[src/rtl/id_stage.sv]
// id_stage: registered RV32I decode stage with operand forwarding, load-use interlock and
// sticky illegal-instruction capture. Define ID_MEMSIZE_EN to add memsize_o and width legality checks.
module id_stage #(
  parameter int XLEN = 32,
  parameter int RAW  = 5
) (
  input  logic            clk,
  input  logic            rst,
  input  logic            in_valid,
  output logic            in_ready,
  input  logic [31:0]     instr_i,
  input  logic [XLEN-1:0] pc_i,
  output logic [RAW-1:0]  gprs_raddr1,
  output logic [RAW-1:0]  gprs_raddr2,
  input  logic [XLEN-1:0] gprs_rdata1_i,
  input  logic [XLEN-1:0] gprs_rdata2_i,
  input  logic [RAW-1:0]  ex_gprs_waddr,
  input  logic [RAW-1:0]  mem_gprs_waddr,
  input  logic [XLEN-1:0] ex_gprs_wdata,
  input  logic [XLEN-1:0] mem_gprs_wdata,
  input  logic            ex_is_load,
  input  logic            flush_i,
  output logic            out_valid,
  input  logic            out_ready,
  output logic [3:0]      rtlop_o,
  output logic [1:0]      rtltype_o,
  output logic [XLEN-1:0] pc_o,
  output logic [XLEN-1:0] src1_o,
  output logic [XLEN-1:0] src2_o,
  output logic [XLEN-1:0] store_data_o,
  output logic [RAW-1:0]  gprs_waddr_o,
  output logic            error_o,
  output logic [XLEN-1:0] err_pc_o,
`ifdef ID_MEMSIZE_EN
  output logic [2:0]      memsize_o,
`endif
  output logic [31:0]     stall_cnt_o
);

  localparam logic [3:0] RTLOP_ADD = 4'd0;
  localparam logic [3:0] RTLOP_SHR = 4'd5;
  localparam logic [3:0] RTLOP_SAR = 4'd13;

  localparam logic [1:0] RTLTYPE_ARICH = 2'd0;
  localparam logic [1:0] RTLTYPE_RMEM  = 2'd1;
  localparam logic [1:0] RTLTYPE_WMEM  = 2'd2;

  localparam logic [6:0] OPC_OP_IMM = 7'b0010011;
  localparam logic [6:0] OPC_OP     = 7'b0110011;
  localparam logic [6:0] OPC_LOAD   = 7'b0000011;
  localparam logic [6:0] OPC_STORE  = 7'b0100011;
  localparam logic [6:0] OPC_LUI    = 7'b0110111;
  localparam logic [6:0] OPC_AUIPC  = 7'b0010111;

  localparam logic [6:0] F7_ZERO = 7'h00;
  localparam logic [6:0] F7_ALT  = 7'h20;

  function automatic logic [31:0] sat_inc(input logic [31:0] v);
    return (v == 32'hFFFF_FFFF) ? v : v + 32'd1;
  endfunction

  // EX result beats MEM result beats register file; x0 never forwards.
  function automatic logic signed [XLEN-1:0] fwd(
    input logic [RAW-1:0]  a,
    input logic [RAW-1:0]  ex_a,
    input logic [XLEN-1:0] ex_d,
    input logic [RAW-1:0]  mem_a,
    input logic [XLEN-1:0] mem_d,
    input logic [XLEN-1:0] gpr
  );
    if (a != '0 && a == ex_a)       return ex_d;
    else if (a != '0 && a == mem_a) return mem_d;
    else                            return gpr;
  endfunction

  logic [6:0]              opc_p0, f7_p0;
  logic [2:0]              f3_p0;
  logic [RAW-1:0]          rd_p0, rs1_p0, rs2_p0;
  logic signed [11:0]      imm_i12_p0, imm_s12_p0;
  logic signed [31:0]      imm_u32_p0;
  logic signed [XLEN-1:0]  imm_i_p0, imm_s_p0, imm_u_p0;
  logic signed [XLEN-1:0]  fwd1_p0, fwd2_p0;
  logic [3:0]              op_p0;
  logic [1:0]              type_p0;
  logic [XLEN-1:0]         src1_p0, src2_p0, sdata_p0;
  logic [RAW-1:0]          waddr_p0;
  logic                    ill_p0, use1_p0, use2_p0, stall_p0, accept_p0;
`ifdef ID_MEMSIZE_EN
  logic [2:0]              msize_p0, msize_p1;
`endif

  logic                    vld_p1, err_p1;
  logic [3:0]              op_p1;
  logic [1:0]              type_p1;
  logic [XLEN-1:0]         pc_p1, src1_p1, src2_p1, sdata_p1, err_pc_p1;
  logic [RAW-1:0]          waddr_p1;
  logic [31:0]             stall_cnt_p1;

  assign opc_p0     = instr_i[6:0];
  assign f3_p0      = instr_i[14:12];
  assign f7_p0      = instr_i[31:25];
  assign rd_p0      = RAW'(instr_i[11:7]);
  assign rs1_p0     = RAW'(instr_i[19:15]);
  assign rs2_p0     = RAW'(instr_i[24:20]);
  assign imm_i12_p0 = $signed(instr_i[31:20]);
  assign imm_s12_p0 = $signed({instr_i[31:25], instr_i[11:7]});
  assign imm_u32_p0 = $signed({instr_i[31:12], 12'h000});
  assign imm_i_p0   = XLEN'(imm_i12_p0);
  assign imm_s_p0   = XLEN'(imm_s12_p0);
  assign imm_u_p0   = XLEN'(imm_u32_p0);

  assign gprs_raddr1 = rs1_p0;
  assign gprs_raddr2 = rs2_p0;

  assign fwd1_p0 = fwd(rs1_p0, ex_gprs_waddr, ex_gprs_wdata, mem_gprs_waddr, mem_gprs_wdata, gprs_rdata1_i);
  assign fwd2_p0 = fwd(rs2_p0, ex_gprs_waddr, ex_gprs_wdata, mem_gprs_waddr, mem_gprs_wdata, gprs_rdata2_i);

  // Stage p0: combinational decode of the instruction presented by IF
  always_comb begin
    op_p0    = RTLOP_ADD;
    type_p0  = RTLTYPE_ARICH;
    src1_p0  = '0;
    src2_p0  = '0;
    sdata_p0 = '0;
    waddr_p0 = '0;
    ill_p0   = 1'b0;
    use1_p0  = 1'b0;
    use2_p0  = 1'b0;
`ifdef ID_MEMSIZE_EN
    msize_p0 = 3'd0;
`endif
    case (opc_p0)
      OPC_OP_IMM: begin
        use1_p0  = 1'b1;
        src1_p0  = fwd1_p0;
        src2_p0  = imm_i_p0;
        waddr_p0 = rd_p0;
        op_p0    = {1'b0, f3_p0};
        if (f3_p0 == 3'b001 && f7_p0 != F7_ZERO) begin
          ill_p0 = 1'b1;
        end else if (f3_p0 == 3'b101) begin
          if (f7_p0 == F7_ZERO)     op_p0  = RTLOP_SHR;
          else if (f7_p0 == F7_ALT) op_p0  = RTLOP_SAR;
          else                      ill_p0 = 1'b1;
        end
      end
      OPC_OP: begin
        use1_p0  = 1'b1;
        use2_p0  = 1'b1;
        src1_p0  = fwd1_p0;
        src2_p0  = fwd2_p0;
        waddr_p0 = rd_p0;
        op_p0    = {1'b0, f3_p0};
        case (f3_p0)
          3'b000: begin
            if (f7_p0 == F7_ALT) src2_p0 = -fwd2_p0;
            else if (f7_p0 != F7_ZERO) ill_p0 = 1'b1;
          end
          3'b101: begin
            if (f7_p0 == F7_ZERO)     op_p0  = RTLOP_SHR;
            else if (f7_p0 == F7_ALT) op_p0  = RTLOP_SAR;
            else                      ill_p0 = 1'b1;
          end
          default: if (f7_p0 != F7_ZERO) ill_p0 = 1'b1;
        endcase
      end
      OPC_LOAD: begin
        use1_p0  = 1'b1;
        src1_p0  = fwd1_p0;
        src2_p0  = imm_i_p0;
        waddr_p0 = rd_p0;
        type_p0  = RTLTYPE_RMEM;
`ifdef ID_MEMSIZE_EN
        msize_p0 = f3_p0;
        if (f3_p0 == 3'd3 || f3_p0 == 3'd6 || f3_p0 == 3'd7) ill_p0 = 1'b1;
`endif
      end
      OPC_STORE: begin
        use1_p0  = 1'b1;
        use2_p0  = 1'b1;
        src1_p0  = fwd1_p0;
        src2_p0  = imm_s_p0;
        sdata_p0 = fwd2_p0;
        type_p0  = RTLTYPE_WMEM;
`ifdef ID_MEMSIZE_EN
        msize_p0 = f3_p0;
        if (f3_p0 > 3'd2) ill_p0 = 1'b1;
`endif
      end
      OPC_LUI: begin
        src1_p0  = imm_u_p0;
        waddr_p0 = rd_p0;
      end
      OPC_AUIPC: begin
        src1_p0  = pc_i;
        src2_p0  = imm_u_p0;
        waddr_p0 = rd_p0;
      end
      default: ill_p0 = 1'b1;
    endcase
    // Illegal instructions still flow to EX, but as a harmless NOP.
    if (ill_p0) begin
      op_p0    = RTLOP_ADD;
      type_p0  = RTLTYPE_ARICH;
      src1_p0  = '0;
      src2_p0  = '0;
      sdata_p0 = '0;
      waddr_p0 = '0;
`ifdef ID_MEMSIZE_EN
      msize_p0 = 3'd0;
`endif
    end
  end

  assign stall_p0  = in_valid & ex_is_load & (ex_gprs_waddr != '0) &
                     ((use1_p0 & (rs1_p0 == ex_gprs_waddr)) | (use2_p0 & (rs2_p0 == ex_gprs_waddr)));
  assign in_ready  = ~rst & ~stall_p0 & ~flush_i & (~vld_p1 | out_ready);
  assign accept_p0 = in_valid & in_ready;

  // Stage p1: registered micro-op presented to EX
  always_ff @(posedge clk) begin
    if (rst) begin
      vld_p1       <= 1'b0;
      op_p1        <= RTLOP_ADD;
      type_p1      <= RTLTYPE_ARICH;
      pc_p1        <= '0;
      src1_p1      <= '0;
      src2_p1      <= '0;
      sdata_p1     <= '0;
      waddr_p1     <= '0;
      err_p1       <= 1'b0;
      err_pc_p1    <= '0;
      stall_cnt_p1 <= 32'd0;
`ifdef ID_MEMSIZE_EN
      msize_p1     <= 3'd0;
`endif
    end else begin
      if (stall_p0) stall_cnt_p1 <= sat_inc(stall_cnt_p1);
      if (flush_i) begin
        vld_p1 <= 1'b0;
      end else if (accept_p0) begin
        vld_p1   <= 1'b1;
        op_p1    <= op_p0;
        type_p1  <= type_p0;
        pc_p1    <= pc_i;
        src1_p1  <= src1_p0;
        src2_p1  <= src2_p0;
        sdata_p1 <= sdata_p0;
        waddr_p1 <= waddr_p0;
`ifdef ID_MEMSIZE_EN
        msize_p1 <= msize_p0;
`endif
        if (ill_p0) begin
          err_p1 <= 1'b1;
          if (!err_p1) err_pc_p1 <= pc_i;
        end
      end else if (out_ready) begin
        vld_p1 <= 1'b0;
      end
    end
  end

  assign out_valid    = vld_p1;
  assign rtlop_o      = op_p1;
  assign rtltype_o    = type_p1;
  assign pc_o         = pc_p1;
  assign src1_o       = src1_p1;
  assign src2_o       = src2_p1;
  assign store_data_o = sdata_p1;
  assign gprs_waddr_o = waddr_p1;
  assign error_o      = err_p1;
  assign err_pc_o     = err_pc_p1;
  assign stall_cnt_o  = stall_cnt_p1;
`ifdef ID_MEMSIZE_EN
  assign memsize_o    = msize_p1;
`endif

endmodule
[config.mk]
export PLATFORM = sky130hd
export DESIGN_NAME = id_stage
export DESIGN_NICKNAME = d
export VERILOG_FILES = /design/src/rtl/id_stage.sv
export SDC_FILE = /design/constraint.sdc
export NUM_CORES = 1
export LEC_CHECK = 0
export BUFFER_PORTS_ARGS = -buffer_cell sky130_fd_sc_hd__buf_2
export CAP_MARGIN = 20
export CORE_AREA = 3 3 173 175
export DETAILED_ROUTE_END_ITERATION = 10
export DIE_AREA = 0 0 176 178
export PLACE_DENSITY_LB_ADDON = 0.3
export SYNTH_ARGS = -nofsm -noshare
export SYNTH_HDL_FRONTEND = slang
export SYNTH_SLANG_ARGS = --single-unit
[constraint.sdc]
create_clock -name clk -period 7.1 [get_ports clk]
set_clock_uncertainty 0.1 [all_clocks]
set_input_delay 0.71 -clock clk [delete_from_list [all_inputs] [get_ports clk]]
set_output_delay 0.71 -clock clk [all_outputs]
set_load 0.01 [all_outputs]
==> flow_summary.json, run 1 <==
{
  "clockPowerShare": 0.441,
  "cp.arrival_ns": 5.01,
  "fin_setup_tns_ns": 0,
  "critPathMaxStageDelay_ns": 0.85,
  "cts_htree_levels": 1,
  "power_w": 0.002839,
  "critPathLaunchType": "primary input",
  "synth_area_leaders": "dfxtp_1 (36%), mux2i_1 (8.3%), nor2_1 (7.4%)",
  "path_cells": "buf_2 -> or4_4 -> nor2_4 -> or3_2 -> a31oi_1 -> a2111oi_2 -> nand4b_1 -> or3b_1 -> nor4b_2 -> a211o_1",
  "area_growth_pct": 26.95,
  "cts_made_buffers": 24,
  "finalCritPeriodShare": 0.6536,
  "crit_family": "simple AND/OR/NAND/NOR gates",
  "finalCriticalPeriod_ns": 4.641,
  "row_count": 62,
  "die_area_mm2": 0.03133,
  "fin_ws_ns": 2.459,
  "clock_path_buffers": 3,
  "cts_resized": 0,
  "antenna_found_initial": 5,
  "final-hold-violation-count": 0,
  "ys_seq_area_frac": 0.3630,
  "syn-num-nets": 1660,
  "dr.pass1.iters": 6,
  "worst_ir_drop_vdd_v": 0.0001868,
  "coreArea_mm2": 0.02863,
  "stdcell_area_mm2": 0.01435,
  "worstSetupPathType": "primary input to flip-flop",
  "place_congestion": 0.9828,
  "syn_area_mm2": 0.01131,
  "slew_viol_final": 0,
  "synth-edff-count": 0,
  "cts.reportedPaths.clkPinSlew_ns": 0.06,
  "postCtsSetupBuffers": 0,
  "synth_top_area_share": 0.3630,
  "synth-async-reset-ratio": 0,
  "dp_hpwl_um": 40470,
  "hp-class": "primary input to flip-flop",
  "yosys_register_bits": 205,
  "drive_above_1_share": 0.2810,
  "wl_um": 52600,
  "reg2reg_setup_slack_ns": 3.55,
  "swShare": 0.2856,
  "required_ns": 7.47,
  "grt_pass1_vias": 12086,
  "slew_headroom": 0.2691,
  "finalSetupViolations": 0,
  "finalNetCount": 2002,
  "whs_endpoint": "out_valid",
  "drcViolationCount": 0,
  "post-place-cells": 2149,
  "p_comb_frac": 0.147,
  "post_drt_wl_per_cell_um": 23.95,
  "switchingPower_w": 0.0008109,
  "cts_tree": "done",
  "ant_nets": 0,
  "crit_buf_inv": 1,
  "instances_no_fill": 2196,
  "power.internal_w": 0.002028,
  "port_buffers": 423,
  "die_w_um": 176,
  "synth_cells": 1450,
  "rsz0062_at_grt": "no",
  "clock_latency_ns": 0.52,
  "power-per-cell-area_mw_per_mm2": 197.8,
  "r2r_start": "out_valid",
  "grt_pass1_wl_um": 76390,
  "ff2ff_path_depth": 7,
  "drtIter0Drc": 1208,
  "ys_types": 78,
  "max-cap-violations": 0,
  "dieHeight_um": 178,
  "routed_via_density": 5.896,
  "rr_endpoint": "err_pc_o[10]",
  "yosys_warnings": 0,
  "start_util": 0.3950,
  "hold_depth": 2,
  "cts_root_buf": "clkbuf_16",
  "dpl_cell_area_mm2": 0.01356,
  "pre_cts_ws_ns": 2.043,
  "grt_max_degree": 117,
  "cts_sinks": 205,
  "overflow": 0,
  "grt.total_usage": 0.3166,
  "slowest_stage": "or3_2",
  "status": "finished, final reports clean",
  "min_from": "flush_i",
  "clock.fmax_mhz": 215.5,
  "ios": 424,
  "p_seq_frac": 0.412,
  "path_max_fanout": 54,
  "ys.flop_type": "dfxtp_1",
  "end_kind": "flip-flop",
  "postCtsHoldBufs": 0,
  "yosysTopAreaCell": "dfxtp_1",
  "tightest_slew_ns": 1.092,
  "num_vias": 12947,
  "syn_area_per_cell_um2": 7.797,
  "leakage_nw": 6.003
}
registers in the layout, summed over array words and instances, names as in the netlist:
signal / flops
err_pc_o: 32
pc_o: 32
src1_o: 32
src2_o: 32
stall_cnt_o: 32
store_data_o: 32
gprs_waddr_o: 5
rtlop_o: 4
rtltype_o: 2
error_o: 1
out_valid: 1
Yosys cell counts, types with 12 or more instances:
cell type / count
nor2_1: 223
dfxtp_1: 205
nand2_1: 158
a21oi_1: 105
mux2i_1: 94
clkbuf_1: 93
a22oi_1: 69
o21ai_0: 65
nand3_1: 51
xor2_1: 38
a31oi_1: 34
xnor2_1: 30
nor4_1: 28
nor3_1: 26
o22ai_1: 21
a221oi_1: 19
or3_1: 12
power by group through the flow:
stage	Combinational, W	Clock [W]	Sequential [W]
floorplan	0.000205	0	0.00120
global placement	0.000405	0	0.00119
detailed placement	0.000406	0	0.00119
CTS	0.000407	0.00127	0.00117
global route	0.000439	0.00131	0.00117
finish	0.000417	0.00125	0.00117
stage by stage:
stage | utilization | hold WS [ns]
after global routing | 0.5014 | 0.2535
final | 0.5014 | 0.2583
after detailed placement | 0.4736 | 0.3443
after floorplan | - | 0.3761
after global placement | 0.4736 | 0.3386
after CTS | 0.5009 | 0.2425
logic make-up after synthesis:
kind of cell,count (synthesis),share of synthesized area
AND/OR/NAND/NOR,568,0.2312
AO/OA/AOI/OAI,378,0.2174
flip-flops,205,0.3630
buffers and inverters,135,0.05035
multiplexers,94,0.08322
XOR/XNOR,68,0.05268
adder cells (fa/ha/maj),2,0.002213
placed cells by master (no fill, tap or decap), types with 25 or more instances in the layout:
| cell type | netlist | routed |
|---|---|---|
| a22oi_1 | 69 | 69 |
| a31oi_1 | 34 | 34 |
| mux2i_1 | 94 | 94 |
| o21ai_0 | 65 | 65 |
| xor2_1 | 38 | 38 |
| dfxtp_1 | 205 | 205 |
| nor2_1 | 223 | 221 |
| nand2_1 | 158 | 158 |
| nor4_1 | 28 | 26 |
| nand3_1 | 51 | 50 |
| a21oi_1 | 105 | 105 |
| xnor2_1 | 30 | 30 |
| clkbuf_16 | 0 | 25 |
| nor3_1 | 26 | 25 |
| buf_2 | 11 | 423 |
per-layer routing:
| layer | track usage | vias up | share of wire |
|---|---|---|---|
| met5 | 0 | - | 0.00015 |
| met4 | 0.1316 | 2 | 0.047 |
| met3 | 0.05705 | 141 | 0.086 |
| met2 | 0.5101 | 764 | 0.46 |
| met1 | 0.4191 | 6114 | 0.40 |
| li1 | - | 5926 | - |
worst max-delay path by stage:
stage,endpoint,start,slack (ns),cells after the start
after global routing,src2_o[31],instr_i[23],2.20,10
final,src2_o[31],instr_i[23],2.46,10
after detailed placement,src2_o[31],instr_i[23],2.04,10
after floorplan,src2_o[28],instr_i[23],3.22,14
after CTS,src2_o[31],instr_i[23],2.57,10
after global placement,src2_o[31],instr_i[23],2.17,10
final cells by class:
| cell class | count | area, µm² |
|---|---|---|
| Antenna cell | 4 | 10.01 |
| Clock buffer | 35 | 713.2 |
| Clock inverter | 7 | 67.56 |
| Fill cell | 2863 | 14270 |
| Inverter | 11 | 41.29 |
| Multi-Input combinational cell | 1110 | 6688 |
| Sequential cell | 205 | 4104 |
| Tap cell | 384 | 480.5 |
| Timing Repair Buffer | 440 | 2248 |
worst register-to-register path, delay by kind of cell, from the launching register on:
kind / cells / cell delay [ns]
DFF: 1 / 0.30
and+or+nand+nor: 5 / 2.15
buffers and inverters: 1 / 0.52
muxes: 1 / 0.33
Power figures use the tool's default switching activity.
==> run 2: changes to the inputs <==
- ABC_AREA: not set -> 1
- CORE_AREA: 3 3 173 175 -> 3 3 180 182
- DIE_AREA: 0 0 176 178 -> 0 0 183 185
- clock period: 7.1 -> 4.39 ns (I/O delays scaled with it)
==> run 2 against run 1 <==
Sequential cell count did not move; design area grew 7.5%; sequential share of layout area decreased by 2.0 points; routed wire length up 14%; synthesized cell count rose by 33%; register-to-register slack got worse by 1.9 ns; first-iteration DRC count increased by 27%.
==> flow_summary.json, run 2 <==
{
  "cp.arrival_ns": 3.47,
  "die_w_um": 183,
  "grt_pass1_wl_um": 86350,
  "cts_root_buf": "clkbuf_16",
  "ff2ff_path_depth": 11,
  "tightest_slew_ns": 1.093,
  "fin_setup_tns_ns": 0,
  "fillers": 3287,
  "yosys_warnings": 0,
  "ys_seq_area_frac": 0.3313,
  "whs_endpoint": "out_valid",
  "wl_um": 59710,
  "final-hold-violation-count": 0,
  "post_drt_wl_per_cell_um": 22.07,
  "cts_sinks": 205,
  "cts_resized": 0,
  "synth_top_area_share": 0.3313,
  "synth-async-reset-ratio": 0,
  "rsz0062_at_grt": "no",
  "port_buffers": 423,
  "overflow": 0,
  "ant_nets": 0,
  "dieHeight_um": 185,
  "finalSetupViolations": 0,
  "synth_cells": 1931,
  "yosysTopAreaCell": "dfxtp_1",
  "yosys_register_bits": 205,
  "rr_endpoint": "err_pc_o[6]",
  "max-cap-violations": 0,
  "end_kind": "flip-flop",
  "stdcell_area_mm2": 0.01543,
  "syn-num-nets": 2141,
  "start_util": 0.4028,
  "wl_met3_um": 5466,
  "finalCritPeriodShare": 0.7054,
  "slew_headroom": 0.2714,
  "routed_via_density": 5.548,
  "clock_path_buffers": 3,
  "path_max_fanout": 55,
  "met1_length_um": 24380,
  "drive_above_1_share": 0.2584,
  "slew_viol_final": 0,
  "drtIter0Drc": 1536,
  "cts.reportedPaths.clkPinSlew_ns": 0.07,
  "reg2reg_setup_slack_ns": 1.61,
  "hp-class": "primary input to flip-flop",
  "power-per-cell-area_mw_per_mm2": 302.6,
  "ys.flop_type": "dfxtp_1",
  "r2r_start": "out_valid",
  "ios": 424,
  "final_common_cell": "nand2_1",
  "dr.pass1.iters": 7,
  "antenna_found_initial": 10,
  "coreArea_mm2": 0.03075,
  "die_area_mm2": 0.03386,
  "synth_area_leaders": "dfxtp_1 (33%), nand2_1 (17%), a21oi_1 (8.7%)",
  "grt_max_degree": 92,
  "ys_types": 47,
  "grt_pass1_vias": 13916,
  "drcViolationCount": 0,
  "hold_ws_ns": 0.04405,
  "cts_made_buffers": 24,
  "postCtsSetupBuffers": 0,
  "clock.fmax_mhz": 322.9,
  "clock_latency_ns": 0.55,
  "final_cell_mix": "nand2_1 (546), buf_2 (422), a21oi_1 (215)",
  "worstSetupPathType": "primary input to flip-flop",
  "synth-edff-count": 0,
  "wl_met2_um": 27310,
  "postCtsHoldBufs": 0,
  "critPathLaunchType": "primary input",
  "place_congestion": 1.042,
  "grt.total_usage": 0.3340,
  "area_growth_pct": 24.58,
  "hold_depth": 3,
  "cts_tree": "done",
  "cts_htree_levels": 1,
  "syn_area_per_cell_um2": 6.414,
  "row_count": 64,
  "leakage_nw": 7.164,
  "dpl_cell_area_mm2": 0.01461,
  "dp_hpwl_um": 47000,
  "min_from": "flush_i",
  "top_layer_used": "met5",
  "yosysMostFrequentCell": "nand2_1",
  "syn_area_mm2": 0.01239,
  "num_vias": 15008,
  "required_ns": 4.76,
  "synth_common_cells": "nand2_1 (546), a21oi_1 (215), dfxtp_1 (205)",
  "finalNetCount": 2496,
  "worst_ir_drop_vdd_v": 0.0002314,
  "status": "finished, final reports clean",
  "finalCriticalPeriod_ns": 3.097
}
==> run 2: changes by cell type after synthesis, moves of 19 or more <==
cell      delta
nand3_1     +99
a31oi_1     -34
nand2_2     +25
o21ai_0     +58
nand2_1    +388
a221oi_1    -19
a21oi_1    +110
xnor2_1     -23
a22oi_1     -64
mux2i_1     -94
inv_1      +150
nor2_1      -94
o211ai_1    +25
clkbuf_1    -26
==> run 2: worst max-delay path by stage <==
stage | from | endpoint | cells past startpoint
after floorplan | instr_i[24] | src2_o[30] | 17
after global placement | instr_i[24] | src2_o[30] | 17
after detailed placement | instr_i[24] | src2_o[24] | 18
after CTS | instr_i[24] | src2_o[24] | 18
after global routing | instr_i[22] | src2_o[28] | 18
final | instr_i[24] | src2_o[28] | 18
==> run 2: critical path: stages <==
cell,delay (ns)
buf_2,0.23
xor2_1,0.20
nor2_2,0.07
nand4_2,0.10
buf_4,0.55
nand3_1,0.15
nand2_1,0.25
ha_1,0.30
nand3_1,0.11
nand2_1,0.22
nand2_2,0.12
nor2_4,0.18
nand3_1,0.09
nand2_1,0.07
nand3_1,0.07
nand2_1,0.08
nand2_1,0.06
a21oi_2,0.12
==> run 2: layer usage <==
layer  global-route usage  vias to the layer above
met2               0.5444                      780
met5                    0                        -
met3              0.05695                      138
met1               0.4460                     7007
met4               0.1237                       10
li1                     -                     7073
==> run 2: kinds of logic after synthesis <==
logic type	share of synthesized area
fa+ha+maj	0.002020
xor+xnor	0.02121
flops	0.3313
simple gates	0.3408
buf+inv	0.1058
compound gates	0.1915
mux	0.007274
==> run 2: power breakdown <==
part / switching, W / internal, W / leakage [nW]
Clock: 0.000868 / 0.00118 / 0.393
Combinational: 0.000504 / 0.000214 / 5.11
Sequential: 0.0000155 / 0.00189 / 1.66
Total: 0.00139 / 0.00328 / 7.16
==> run 2: layout make-up <==
| cell class | count | area [µm²] | share of cell area |
|---|---|---|---|
| Tap cell | 396 | 495.5 | 0.03211 |
| Multi-Input combinational cell | 1430 | 6992 | 0.4531 |
| Inverter | 172 | 646.9 | 0.04192 |
| Sequential cell | 205 | 4104 | 0.2660 |
| Clock inverter | 10 | 112.6 | 0.007298 |
| Antenna cell | 6 | 15.01 | 0.0009731 |
| Timing Repair Buffer | 453 | 2370 | 0.1536 |
| Clock buffer | 33 | 694.4 | 0.04500 |
==> run 2: metrics by stage <==
step / total power [W] / utilization / setup slack [ns] / cells
after floorplan: 0.002320 / - / 1.871 / 1931
after global placement: 0.002650 / 0.4751 / 0.9396 / 2656
after detailed placement: 0.002649 / 0.4751 / 0.8428 / 2656
after CTS: 0.004679 / 0.5013 / 1.381 / 2699
after global routing: 0.004825 / 0.5017 / 1.030 / 2704
final: 0.004668 / 0.5018 / 1.293 / 2705
==> run 3: changes to the inputs <==
- ABC_AREA: 1 -> 0
- CORE_AREA: 3 3 180 182 -> 3 3 173 175
- DIE_AREA: 0 0 183 185 -> 0 0 176 178
- clock period: 4.39 -> 3.1 ns (I/O delays scaled with it)
==> run 3 against run 2 <==
Register-to-register slack lost 1.4 ns; first-iteration DRC count down 23%; clock power grew 47%; critical path depth is 7 lower; core utilization increased by 6.6 points; final cell count decreased by 11%; routed wire length fell by 9.3%; sequential power rose by 40%; via count decreased by 8.8%; sequential cell count unchanged; largest cell class unchanged.
==> flow_summary.json, run 3 (synthesis gave the netlist of run 1 again) <==
{
  "end_kind": "flip-flop",
  "swShare": 0.2836,
  "clock_path_buffers": 3,
  "required_ns": 3.49,
  "cts_made_buffers": 24,
  "coreArea_mm2": 0.02863,
  "grt_max_degree": 91,
  "routed_via_density": 5.686,
  "final_cell_mix": "buf_2 (421), nor2_1 (221), dfxtp_1 (205)",
  "dr.pass1.iters": 6,
  "pre_cts_ws_ns": -0.4976,
  "ios": 424,
  "cts.reportedPaths.clkPinSlew_ns": 0.06,
  "drive_above_1_share": 0.3421,
  "p_seq_frac": 0.388,
  "cp.arrival_ns": 3.42,
  "cts_htree_levels": 1,
  "clockPowerShare": 0.434,
  "max-cap-violations": 0,
  "p_comb_frac": 0.178,
  "die_area_mm2": 0.03133,
  "grt_pass1_vias": 12833,
  "finalCriticalPeriod_ns": 3.034,
  "worstSetupPathType": "primary input to flip-flop",
  "die_w_um": 176,
  "slowest_stage": "or4_4",
  "cts_tree": "done",
  "stdcell_area_mm2": 0.01625,
  "crit_top_cell": "buf_4",
  "slew_headroom": 0.3364,
  "worst_ir_drop_vdd_v": 0.0003619,
  "power.internal_w": 0.004943,
  "finalNetCount": 2209,
  "path_max_fanout": 7,
  "power-per-cell-area_mw_per_mm2": 424.5,
  "fin_setup_tns_ns": 0,
  "drcViolationCount": 0,
  "rsz0062_at_grt": "yes",
  "num_vias": 13685,
  "hp-class": "primary input to flip-flop",
  "row_count": 62,
  "slew_viol_final": 0,
  "crit_family": "simple AND/OR/NAND/NOR gates",
  "grt_pass1_wl_um": 78540,
  "clock_latency_ns": 0.53,
  "start_util": 0.3950,
  "final-hold-violation-count": 0,
  "critPathMaxStageDelay_ns": 0.57,
  "instances_no_fill": 2407,
  "final_common_cell": "buf_2",
  "dp_hpwl_um": 42680,
  "area_growth_pct": 43.77,
  "critPathLaunchType": "primary input",
  "overflow": 0,
  "grt.total_usage": 0.3260,
  "place_congestion": 0.9659,
  "status": "finished, final reports clean",
  "tightest_slew_ns": 0.9955,
  "leakage_nw": 7.050,
  "crit_buf_inv": 2,
  "path_cells": "buf_4 -> or4_4 -> o211a_4 -> and3_4 -> or3_4 -> a2111oi_4 -> buf_4 -> nand4b_1 -> or3b_4 -> nor4b_4 -> a211o_1",
  "port_buffers": 423,
  "power_w": 0.006900,
  "dieHeight_um": 178,
  "post_drt_wl_per_cell_um": 22.50,
  "post-place-cells": 2315,
  "cts_root_buf": "clkbuf_16",
  "antenna_found_initial": 6,
  "cts_sinks": 205,
  "fin_ws_ns": 0.06634,
  "fillers": 2671,
  "clock.fmax_mhz": 329.6,
  "finalCritPeriodShare": 0.9786,
  "dpl_cell_area_mm2": 0.01492,
  "switchingPower_w": 0.001957,
  "drtIter0Drc": 1184,
  "wl_um": 54160,
  "finalSetupViolations": 0,
  "ant_nets": 0
}
[run 3: area by class of cell]
cell class              count  area [µm²]  share of cell area
diodes                      6       15.01           0.0009237
clock inverters            16       181.4             0.01116
multi-input cells        1110        6778              0.4170
clock buffers              28       655.6             0.04034
flip-flops and latches    205        4104              0.2525
well taps                 384       480.5             0.02956
inverters                  11       41.29            0.002540
repair buffers            647        3999              0.2460
[run 3: worst paths after layout]
kind,from,slack (ns),end,cells past startpoint
max,instr_i[22],0.07,src2_o[31],11
min,instr_i[13],0.06,rtlop_o[1],3
max reg2reg,stall_cnt_o[6],0.25,stall_cnt_o[9],11
min reg2reg,rtlop_o[2],0.35,rtlop_o[2],2
[run 3: metal layers]
metal | global-route usage | vias up | part of all wire
li1 | - | 6340 | -
met1 | 0.4269 | 6548 | 0.41
met2 | 0.5340 | 680 | 0.47
met3 | 0.05151 | 115 | 0.075
met4 | 0.1409 | 2 | 0.043
met5 | 0 | - | 0.00017
[run 3: worst min-delay path: stages]
cell	delay (ns)
buf_2	0.18
nand4_1	0.10
a21oi_1	0.06
[run 3: repair_timing]
action                                 in CTS  in global routing
setup buffers                               0                  2
hold buffers                               40                  0
endpoints found under the hold margin      71                  0
gates resized for setup                     0                 13
setup endpoints to repair                   0                  8
[run 3: metrics by stage]
stage	hold slack, ns	utilization
final	0.06212	0.5678
after global routing	0.08377	0.5678
after CTS	0.03966	0.5646
after detailed placement	0.3401	0.5213
after global placement	0.3390	0.5213
after floorplan	0.2893	-
[run 3: power groups by stage]
stage                     Combinational (W)  Clock, W  Sequential [W]
after floorplan                    0.000474         0         0.00275
after global placement              0.00115         0         0.00274
after detailed placement            0.00115         0         0.00274
after CTS                           0.00119   0.00303         0.00268
after global routing                0.00129   0.00314         0.00268
final                               0.00123   0.00300         0.00268
